===== src/rtl/dtw_pkg.sv =====
// Shared DTW result-frame constants: collector FSM encoding and the word order the core serialises frames in.
package dtw_pkg;

    localparam int FRAME_WORDS = 3;
    localparam int WIDX_W      = 2;

    typedef logic [WIDX_W-1:0] widx_t;

    localparam widx_t WORD_QID    = 2'd0;
    localparam widx_t WORD_POS    = 2'd1;
    localparam widx_t WORD_MINVAL = widx_t'(FRAME_WORDS - 1);

    typedef enum logic [1:0] {
        IDLE = 2'd0,
        REQ  = 2'd1,
        CAP  = 2'd2,
        OUT  = 2'd3
    } state_t;

endpackage


===== src/rtl/dtw_result_collector_if.sv =====
// Result record bus from the collector to the AXI-side status logic (valid/ready, fields held while valid).
interface dtw_result_collector_if #(
    parameter int axi_dwidth = 32,
    parameter int dtw_dwidth = 16
);
    logic                  res_valid;
    logic                  res_ready;
    logic [axi_dwidth-1:0] res_qid;
    logic [axi_dwidth-1:0] res_position;
    logic [dtw_dwidth-1:0] res_minval;
    logic                  res_match;

    modport master (
        output res_valid, res_qid, res_position, res_minval, res_match,
        input  res_ready
    );

    modport slave (
        input  res_valid, res_qid, res_position, res_minval, res_match,
        output res_ready
    );
endinterface


===== src/rtl/dtw_stat_counter.sv =====
// Wrapping event counter, 1-cycle update; a clear in the same cycle as an increment wins.
module dtw_stat_counter #(
    parameter int width = 32
) (
    input  logic             clk,
    input  logic             rst,
    input  logic             clr_i,
    input  logic             inc_i,
    output logic [width-1:0] count_o
);

    logic [width-1:0] cnt_q;
    logic [width-1:0] cnt_d;

    always_comb begin
        cnt_d = cnt_q;
        if (clr_i) begin
            cnt_d = '0;
        end else if (inc_i) begin
            cnt_d = cnt_q + width'(1);
        end
    end

    always_ff @(posedge clk or negedge rst) begin
        if (!rst) begin
            cnt_q <= '0;
        end else begin
            cnt_q <= cnt_d;
        end
    end

    assign count_o = cnt_q;

endmodule


===== src/rtl/dtw_result_collector.sv =====
// Pops 3-word result frames from the sink FIFO (2 cycles/word) and presents one record; holds it in OUT
// until res_ready, never reading the FIFO meanwhile. Counts accepted records/matches, flags bad minval words.
module dtw_result_collector
    import dtw_pkg::*;
#(
    parameter int axi_dwidth = 32,
    parameter int dtw_dwidth = 16
) (
    input  logic                  clk,
    input  logic                  rst,
    input  logic                  enable,
    input  logic [dtw_dwidth-1:0] threshold,
    input  logic                  clear_counts,
    output logic                  sink_fifo_rden,
    input  logic                  sink_fifo_empty,
    input  logic [axi_dwidth-1:0] sink_fifo_data,
    dtw_result_collector_if.master res_if,
    output logic [axi_dwidth-1:0] result_count,
    output logic [axi_dwidth-1:0] match_count,
    output logic                  frame_err
);

    state_t                state_q, state_d;
    widx_t                 widx_q, widx_d;
    logic [axi_dwidth-1:0] qid_q, qid_d;
    logic [axi_dwidth-1:0] pos_q, pos_d;
    logic [dtw_dwidth-1:0] minval_q, minval_d;
    logic                  match_q, match_d;
    logic                  err_q, err_d;
    logic                  hs;

    assign hs = (state_q == OUT) && res_if.res_ready;

    always_comb begin
        state_d        = state_q;
        widx_d         = widx_q;
        qid_d          = qid_q;
        pos_d          = pos_q;
        minval_d       = minval_q;
        match_d        = match_q;
        err_d          = err_q;
        sink_fifo_rden = 1'b0;

        case (state_q)
            IDLE: begin
                if (enable && !sink_fifo_empty) begin
                    state_d = REQ;
                    widx_d  = WORD_QID;
                end
            end
            REQ: begin
                if (!sink_fifo_empty) begin
                    sink_fifo_rden = 1'b1;
                    state_d        = CAP;
                end
            end
            CAP: begin
                case (widx_q)
                    WORD_QID: qid_d = sink_fifo_data;
                    WORD_POS: pos_d = sink_fifo_data;
                    default: begin
                        minval_d = sink_fifo_data[dtw_dwidth-1:0];
                        match_d  = sink_fifo_data[dtw_dwidth-1:0] < threshold;
                        // Upper half must be zero padding; a non-zero value means the frame slipped.
                        if (sink_fifo_data[axi_dwidth-1:dtw_dwidth] != '0) begin
                            err_d = 1'b1;
                        end
                    end
                endcase
                if (widx_q == WORD_MINVAL) begin
                    state_d = OUT;
                end else begin
                    widx_d  = widx_q + widx_t'(1);
                    state_d = REQ;
                end
            end
            OUT: begin
                if (hs) begin
                    state_d = IDLE;
                    widx_d  = WORD_QID;
                end
            end
            default: state_d = IDLE;
        endcase
    end

    always_ff @(posedge clk or negedge rst) begin
        if (!rst) begin
            state_q  <= IDLE;
            widx_q   <= WORD_QID;
            qid_q    <= '0;
            pos_q    <= '0;
            minval_q <= '0;
            match_q  <= 1'b0;
            err_q    <= 1'b0;
        end else begin
            state_q  <= state_d;
            widx_q   <= widx_d;
            qid_q    <= qid_d;
            pos_q    <= pos_d;
            minval_q <= minval_d;
            match_q  <= match_d;
            err_q    <= err_d;
        end
    end

    assign res_if.res_valid    = (state_q == OUT);
    assign res_if.res_qid      = qid_q;
    assign res_if.res_position = pos_q;
    assign res_if.res_minval   = minval_q;
    assign res_if.res_match    = match_q;
    assign frame_err           = err_q;

    dtw_stat_counter #(.width(axi_dwidth)) u_result_cnt (
        .clk     (clk),
        .rst     (rst),
        .clr_i   (clear_counts),
        .inc_i   (hs),
        .count_o (result_count)
    );

    dtw_stat_counter #(.width(axi_dwidth)) u_match_cnt (
        .clk     (clk),
        .rst     (rst),
        .clr_i   (clear_counts),
        .inc_i   (hs && match_q),
        .count_o (match_count)
    );

endmodule


===== src/flat_wrapper.sv =====
// flat-port wrapper written by rule: the top's interface ports become plain ports
module dtw_result_collector_flat import dtw_pkg::*;
#(
    parameter int axi_dwidth = 32,
    parameter int dtw_dwidth = 16
)
  (clk, rst, enable, threshold, clear_counts, sink_fifo_rden, sink_fifo_empty, sink_fifo_data, result_count, match_count, frame_err, res_if_res_valid, res_if_res_qid, res_if_res_position, res_if_res_minval, res_if_res_match, res_if_res_ready);
  dtw_result_collector_if #(.axi_dwidth(axi_dwidth), .dtw_dwidth(dtw_dwidth)) res_if_i ();
  input  logic clk;
  input  logic rst;
  input  logic enable;
  input  logic [dtw_dwidth-1:0] threshold;
  input  logic clear_counts;
  output logic sink_fifo_rden;
  input  logic sink_fifo_empty;
  input  logic [axi_dwidth-1:0] sink_fifo_data;
  output logic [axi_dwidth-1:0] result_count;
  output logic [axi_dwidth-1:0] match_count;
  output logic frame_err;
  output wire logic [$bits(res_if_i.res_valid)-1:0] res_if_res_valid;
  output wire logic [$bits(res_if_i.res_qid)-1:0] res_if_res_qid;
  output wire logic [$bits(res_if_i.res_position)-1:0] res_if_res_position;
  output wire logic [$bits(res_if_i.res_minval)-1:0] res_if_res_minval;
  output wire logic [$bits(res_if_i.res_match)-1:0] res_if_res_match;
  input wire logic [$bits(res_if_i.res_ready)-1:0] res_if_res_ready;
  assign res_if_res_valid = res_if_i.res_valid;
  assign res_if_res_qid = res_if_i.res_qid;
  assign res_if_res_position = res_if_i.res_position;
  assign res_if_res_minval = res_if_i.res_minval;
  assign res_if_res_match = res_if_i.res_match;
  assign res_if_i.res_ready = res_if_res_ready;
  dtw_result_collector #(.axi_dwidth(axi_dwidth), .dtw_dwidth(dtw_dwidth)) u_core (.clk(clk), .rst(rst), .enable(enable), .threshold(threshold), .clear_counts(clear_counts), .sink_fifo_rden(sink_fifo_rden), .sink_fifo_empty(sink_fifo_empty), .sink_fifo_data(sink_fifo_data), .res_if(res_if_i), .result_count(result_count), .match_count(match_count), .frame_err(frame_err));
endmodule

===== config.mk =====
export PLATFORM = sky130hd
export DESIGN_NAME = dtw_result_collector_flat
export DESIGN_NICKNAME = d
export VERILOG_FILES = /design/src/rtl/dtw_pkg.sv /design/src/rtl/dtw_result_collector_if.sv /design/src/rtl/dtw_stat_counter.sv /design/src/rtl/dtw_result_collector.sv /design/src/flat_wrapper.sv
export SDC_FILE = /design/constraint.sdc
export NUM_CORES = 1
export LEC_CHECK = 0
export ABC_AREA = 1
export BUFFER_PORTS_ARGS = -buffer_cell sky130_fd_sc_hd__buf_2
export CAP_MARGIN = 20
export CORE_ASPECT_RATIO = 0.9
export CORE_UTILIZATION = 48
export CTS_CLUSTER_DIAMETER = 60
export DETAILED_ROUTE_END_ITERATION = 8
export HOLD_SLACK_MARGIN = 0.03
export PLACE_DENSITY_LB_ADDON = 0.05
export SYNTH_ARGS = -nofsm -noshare
export SYNTH_HDL_FRONTEND = slang
export SYNTH_HIERARCHICAL = 1
export SYNTH_SLANG_ARGS = --single-unit

===== constraint.sdc =====
create_clock -name clk -period 1.77 [get_ports clk]
set_input_delay 0.177 -clock clk [delete_from_list [all_inputs] [get_ports clk]]
set_output_delay 0.177 -clock clk [all_outputs]
set_load 0.05 [all_outputs]

==> run summary <==
Counting I/O delays and the setup requirement, the final critical path takes 1.66 ns. The clock arrives with 0.0147 ns of skew. The clock sink total was 150.

TritonCTS created 17 clock buffers. The first routing iteration left 398 violations. Summed over all failing endpoints, the final setup total negative slack is 0 ns.

Yosys printed 6 warnings. From synthesis to final layout, the design area changed by 24.5%. Critical path's slowest cell: dfrtp_1. Maximum cell stage delay along the critical path: 0.37 ns. The worst vdd rail ir drop was 1.47 mV.

The fraction of the cycle the final worst path needs was 0.935; the final instance count without filler cells was 1387. Clock-pin slew was measured on the worst setup and hold paths at 0.06 ns. For this design the top-level I/O count stands at 202.

In this run the remaining antenna-violating nets after routing total 0. The average vias per placed instance is 4.90, and the final-report hold violation count is 0. Setup violations remaining at the end of the flow were counted as 0. Chip width: 135 um. The core area is 15500 um^2.

The number of nets in the synthesized netlist is 1023. The tools report the endpoint of the worst-slack reg-to-reg timing path as u_core/u_result_cnt/count_o[21]. The logs give 1246 for the post-layout net count and 0.491 for the part of the Yosys area used for sequential elements.

The cell count after synthesis came out at 949. The overall fraction of global-route tracks in use came out at 0.240. TritonCTS built the clock tree. Entering global routing, the biggest net connects 59 pins. After floorplanning, the core was divided into 43 placement rows. Number of global-route vias before repair: 6116. 0 antenna diodes ended up in the layout. The area of the mapped netlist is 7640 um^2.

Setup repair after global routing left no endpoint under its margin. The logs give 6792 for the vias after detailed routing and 1425 for the number of inserted filler cells in the final layout. Startpoint-to-endpoint class of the critical path: reg2out. In this run, synthesis produced a sequential element count of 150.

Counting tap cells, the placed design contains a total of 1345 instances. The maximum fanout along the worst path is 3, and the fraction of final layout cells sized beyond drive strength 1 is 0.262. The floorplan step defined a die boundary enclosing 16400 um^2.

Counting distinct cell types in the post-synthesis netlist gives 31. In this run the number of H-tree levels came out at 4. The fmax is 0.604 GHz.

The run finished with clean final reports. Summed over all layers, the routed wires come to 19.0 mm. The slew at the pin with the worst max-slew slack was 0.561 ns.

The logs give 0 for the number of maximum-capacitance constraint violations and 5.01 nW for the standby leakage power. First-pass GRT wire length: 30.6 mm. For the maximum buffer depth of the clock tree, the log shows 2. The path class of the tightest hold or removal check is in2reg.

The detailed placement HPWL is 13.8 mm. The critical path contains buffers and inverters numbering 3 combined. The DRC violation count after routing came out at 0.

The launching instance or port of the critical path is u_core/state_q[1]. Post-CTS timing repair inserted 0 buffers for setup. The critical path's top delay family was buffers and inverters. In this run the clock root is driven by a clkbuf_16. The worst setup path is launched from a flip-flop. The count of buffers added on input and output ports is 201.

Dividing the detail-routed wire length by the instance count gives 13.7 um. The pre-antenna-repair detailed-routing pass consisted of 5 iterations. The initial core utilization was 0.493. The critical path crosses 5 cells after its start point.

The vertical die dimension works out to 122 um. Measured in cells, the most critical reg-to-reg path has a length of 10. For the total grt overflow, the log shows 0.

The reg-to-reg setup timing slack is 0.15 ns. The total chip power was 15.3 mW; the synthesized area per cell was 8.05 um^2. Capturing element of the worst setup path: sink_fifo_rden.

The clock reaches the later pin of the worst-skew pair after 0.43 ns. The cell type with the highest occurrence count on the critical path was buf_4. The max-slew violation total from the final report was 0.

The tools report the element type at the critical path end as an output pin. Walking the worst path, the cells encountered are buf_4, inv_1, nand2_1, nor2_1, buf_4. Power density over the cells: 1610 nW/um^2. At the end of routability-driven placement, the weighted congestion stood at 0.812.

At the worst endpoint, the arrival time is 1.48 ns. The run gives 0 as the initial antenna violation count. The beginning of the worst register-to-register path is u_core/state_q[0]. At the worst endpoint, the required time is 1.59 ns.

The worst slew margin relative to its limit is 0.626.
## final cells by class
type                            instances  area (um^2)  share of cell area
Sequential cell                       150         3760               0.395
Multi-Input combinational cell        658         3230               0.340
Timing Repair Buffer                  225         1260               0.132
Inverter                              120          455              0.0479
Clock buffer                           19          443              0.0466
Tap cell                              202          253              0.0266
Clock inverter                         13          111              0.0117
## cell usage in the layout (no fill, tap or decap), types with 2 or more instances in the layout
master,instances
nand2_1,254
buf_2,199
dfrtp_1,147
nor2_1,129
inv_1,114
o21ai_0,80
a21oi_1,45
nand3_1,41
ha_1,20
clkbuf_16,17
nor2_4,17
nand2_2,14
buf_4,12
o21ai_2,12
o21ai_1,11
dlygate4sd3_1,10
nand4_1,9
inv_6,6
nor2_2,6
clkinv_4,4
inv_2,4
nand2_4,3
nor3_1,3
buf_12,3
dfrtp_2,3
inv_4,2
nor4_1,2
a2bb2oi_1,2
xnor2_1,2
nand3b_1,2
## synthesized netlist by cell type
cell type | instances | area, um^2
nand2_1 | 254 | 953
dfrtp_1 | 150 | 3750
nor2_1 | 129 | 484
inv_1 | 114 | 428
o21ai_0 | 80 | 400
a21oi_1 | 45 | 225
nand3_1 | 41 | 205
ha_1 | 20 | 250
buf_6 | 17 | 191
nor2_4 | 17 | 191
nand2_2 | 14 | 87.6
o21ai_2 | 12 | 105
o21ai_1 | 11 | 55.1
nand4_1 | 9 | 56.3
nor2_2 | 6 | 37.5
inv_2 | 5 | 18.8
nand2_4 | 3 | 33.8
nor3_1 | 3 | 15.0
a2bb2oi_1 | 2 | 17.5
buf_2 | 2 | 10.0
clkbuf_1 | 2 | 7.51
nand3b_1 | 2 | 15.0
nor4_1 | 2 | 12.5
xnor2_1 | 2 | 17.5
a21o_1 | 1 | 7.51
inv_4 | 1 | 6.26
nor3_4 | 1 | 16.3
nor3b_1 | 1 | 7.51
o211ai_1 | 1 | 7.51
o211ai_2 | 1 | 12.5
xor2_1 | 1 | 8.76
## routing by layer
| metal | track usage | up-vias | wire length [um] |
|---|---|---|---|
| li1 | - | 3439 | - |
| met1 | 0.334 | 3119 | 9190 |
| met2 | 0.359 | 214 | 8240 |
| met3 | 0.0670 | 20 | 1320 |
| met4 | 0.0885 | 0 | 296 |
| met5 | 0 | - | 0 |
## worst min-delay path, stage by stage
cell	delay [ns]
buf_2	0.10
inv_1	0.09
o21ai_2	0.06
## logic make-up (layout without fill, tap and decap cells)
kind of cell | after synthesis | in the layout | synth area share
AND/OR/NAND/NOR | 482 | 482 | 0.277
flip-flops | 150 | 150 | 0.491
AO/OA/AOI/OAI | 153 | 153 | 0.109
buffers and inverters | 141 | 377 | 0.0867
adder cells (fa/ha/maj) | 20 | 20 | 0.0328
XOR/XNOR | 3 | 3 | 0.00344
## metrics by stage
step | hold WS [ns] | setup WS [ns] | cell area (um^2) | utilization
2_1_floorplan | -0.119 | 0.00488 | 7650 | -
3_3_place_gp | 0.183 | 0.187 | 8850 | 0.571
3_5_place_dp | 0.187 | 0.113 | 8850 | 0.571
4_1_cts | 0.0311 | 0.0432 | 9500 | 0.613
5_1_grt | 0.0410 | 0.0184 | 9510 | 0.614
6_report | 0.0354 | 0.114 | 9510 | 0.614
## state kept, by name, summed over array words and instances (netlist names)
register	count
u_core/res_if.res_position	32
u_core/res_if.res_qid	32
u_core/u_match_cnt/count_o	32
u_core/u_result_cnt/count_o	32
u_core/res_if.res_minval	16
u_core/state_q	2
u_core/widx_q	2
u_core/frame_err	1
u_core/res_if.res_match	1
## worst min-delay path by stage
stage / start / endpoint / slack (ns) / depth (start not counted)
2_1_floorplan: rst / u_core/frame_err / -0.12 / 0
3_3_place_gp: rst / u_core/u_match_cnt/count_o[18] / 0.18 / 1
3_5_place_dp: rst / u_core/u_match_cnt/count_o[18] / 0.19 / 1
4_1_cts: sink_fifo_data[30] / u_core/res_if.res_position[30] / 0.03 / 3
5_1_grt: sink_fifo_data[10] / u_core/res_if.res_minval[10] / 0.04 / 3
6_report: sink_fifo_data[2] / u_core/res_if.res_minval[2] / 0.04 / 3
## power breakdown
group	total (mW)	internal (mW)	switching (mW)
sequential	4.99	4.45	0.541
clock	3.46	1.87	1.58
combinational	6.83	1.54	5.28
total	15.3	7.86	7.41
## what timing repair did
| item | in CTS | in global routing |
|---|---|---|
| hold buffers | 10 | 0 |
| resized for setup | 0 | 5 |
| setup endpoints to repair | 0 | 12 |
| endpoints found under the hold margin | 64 | 0 |
Note: power is estimated with default switching activity, not from simulation.
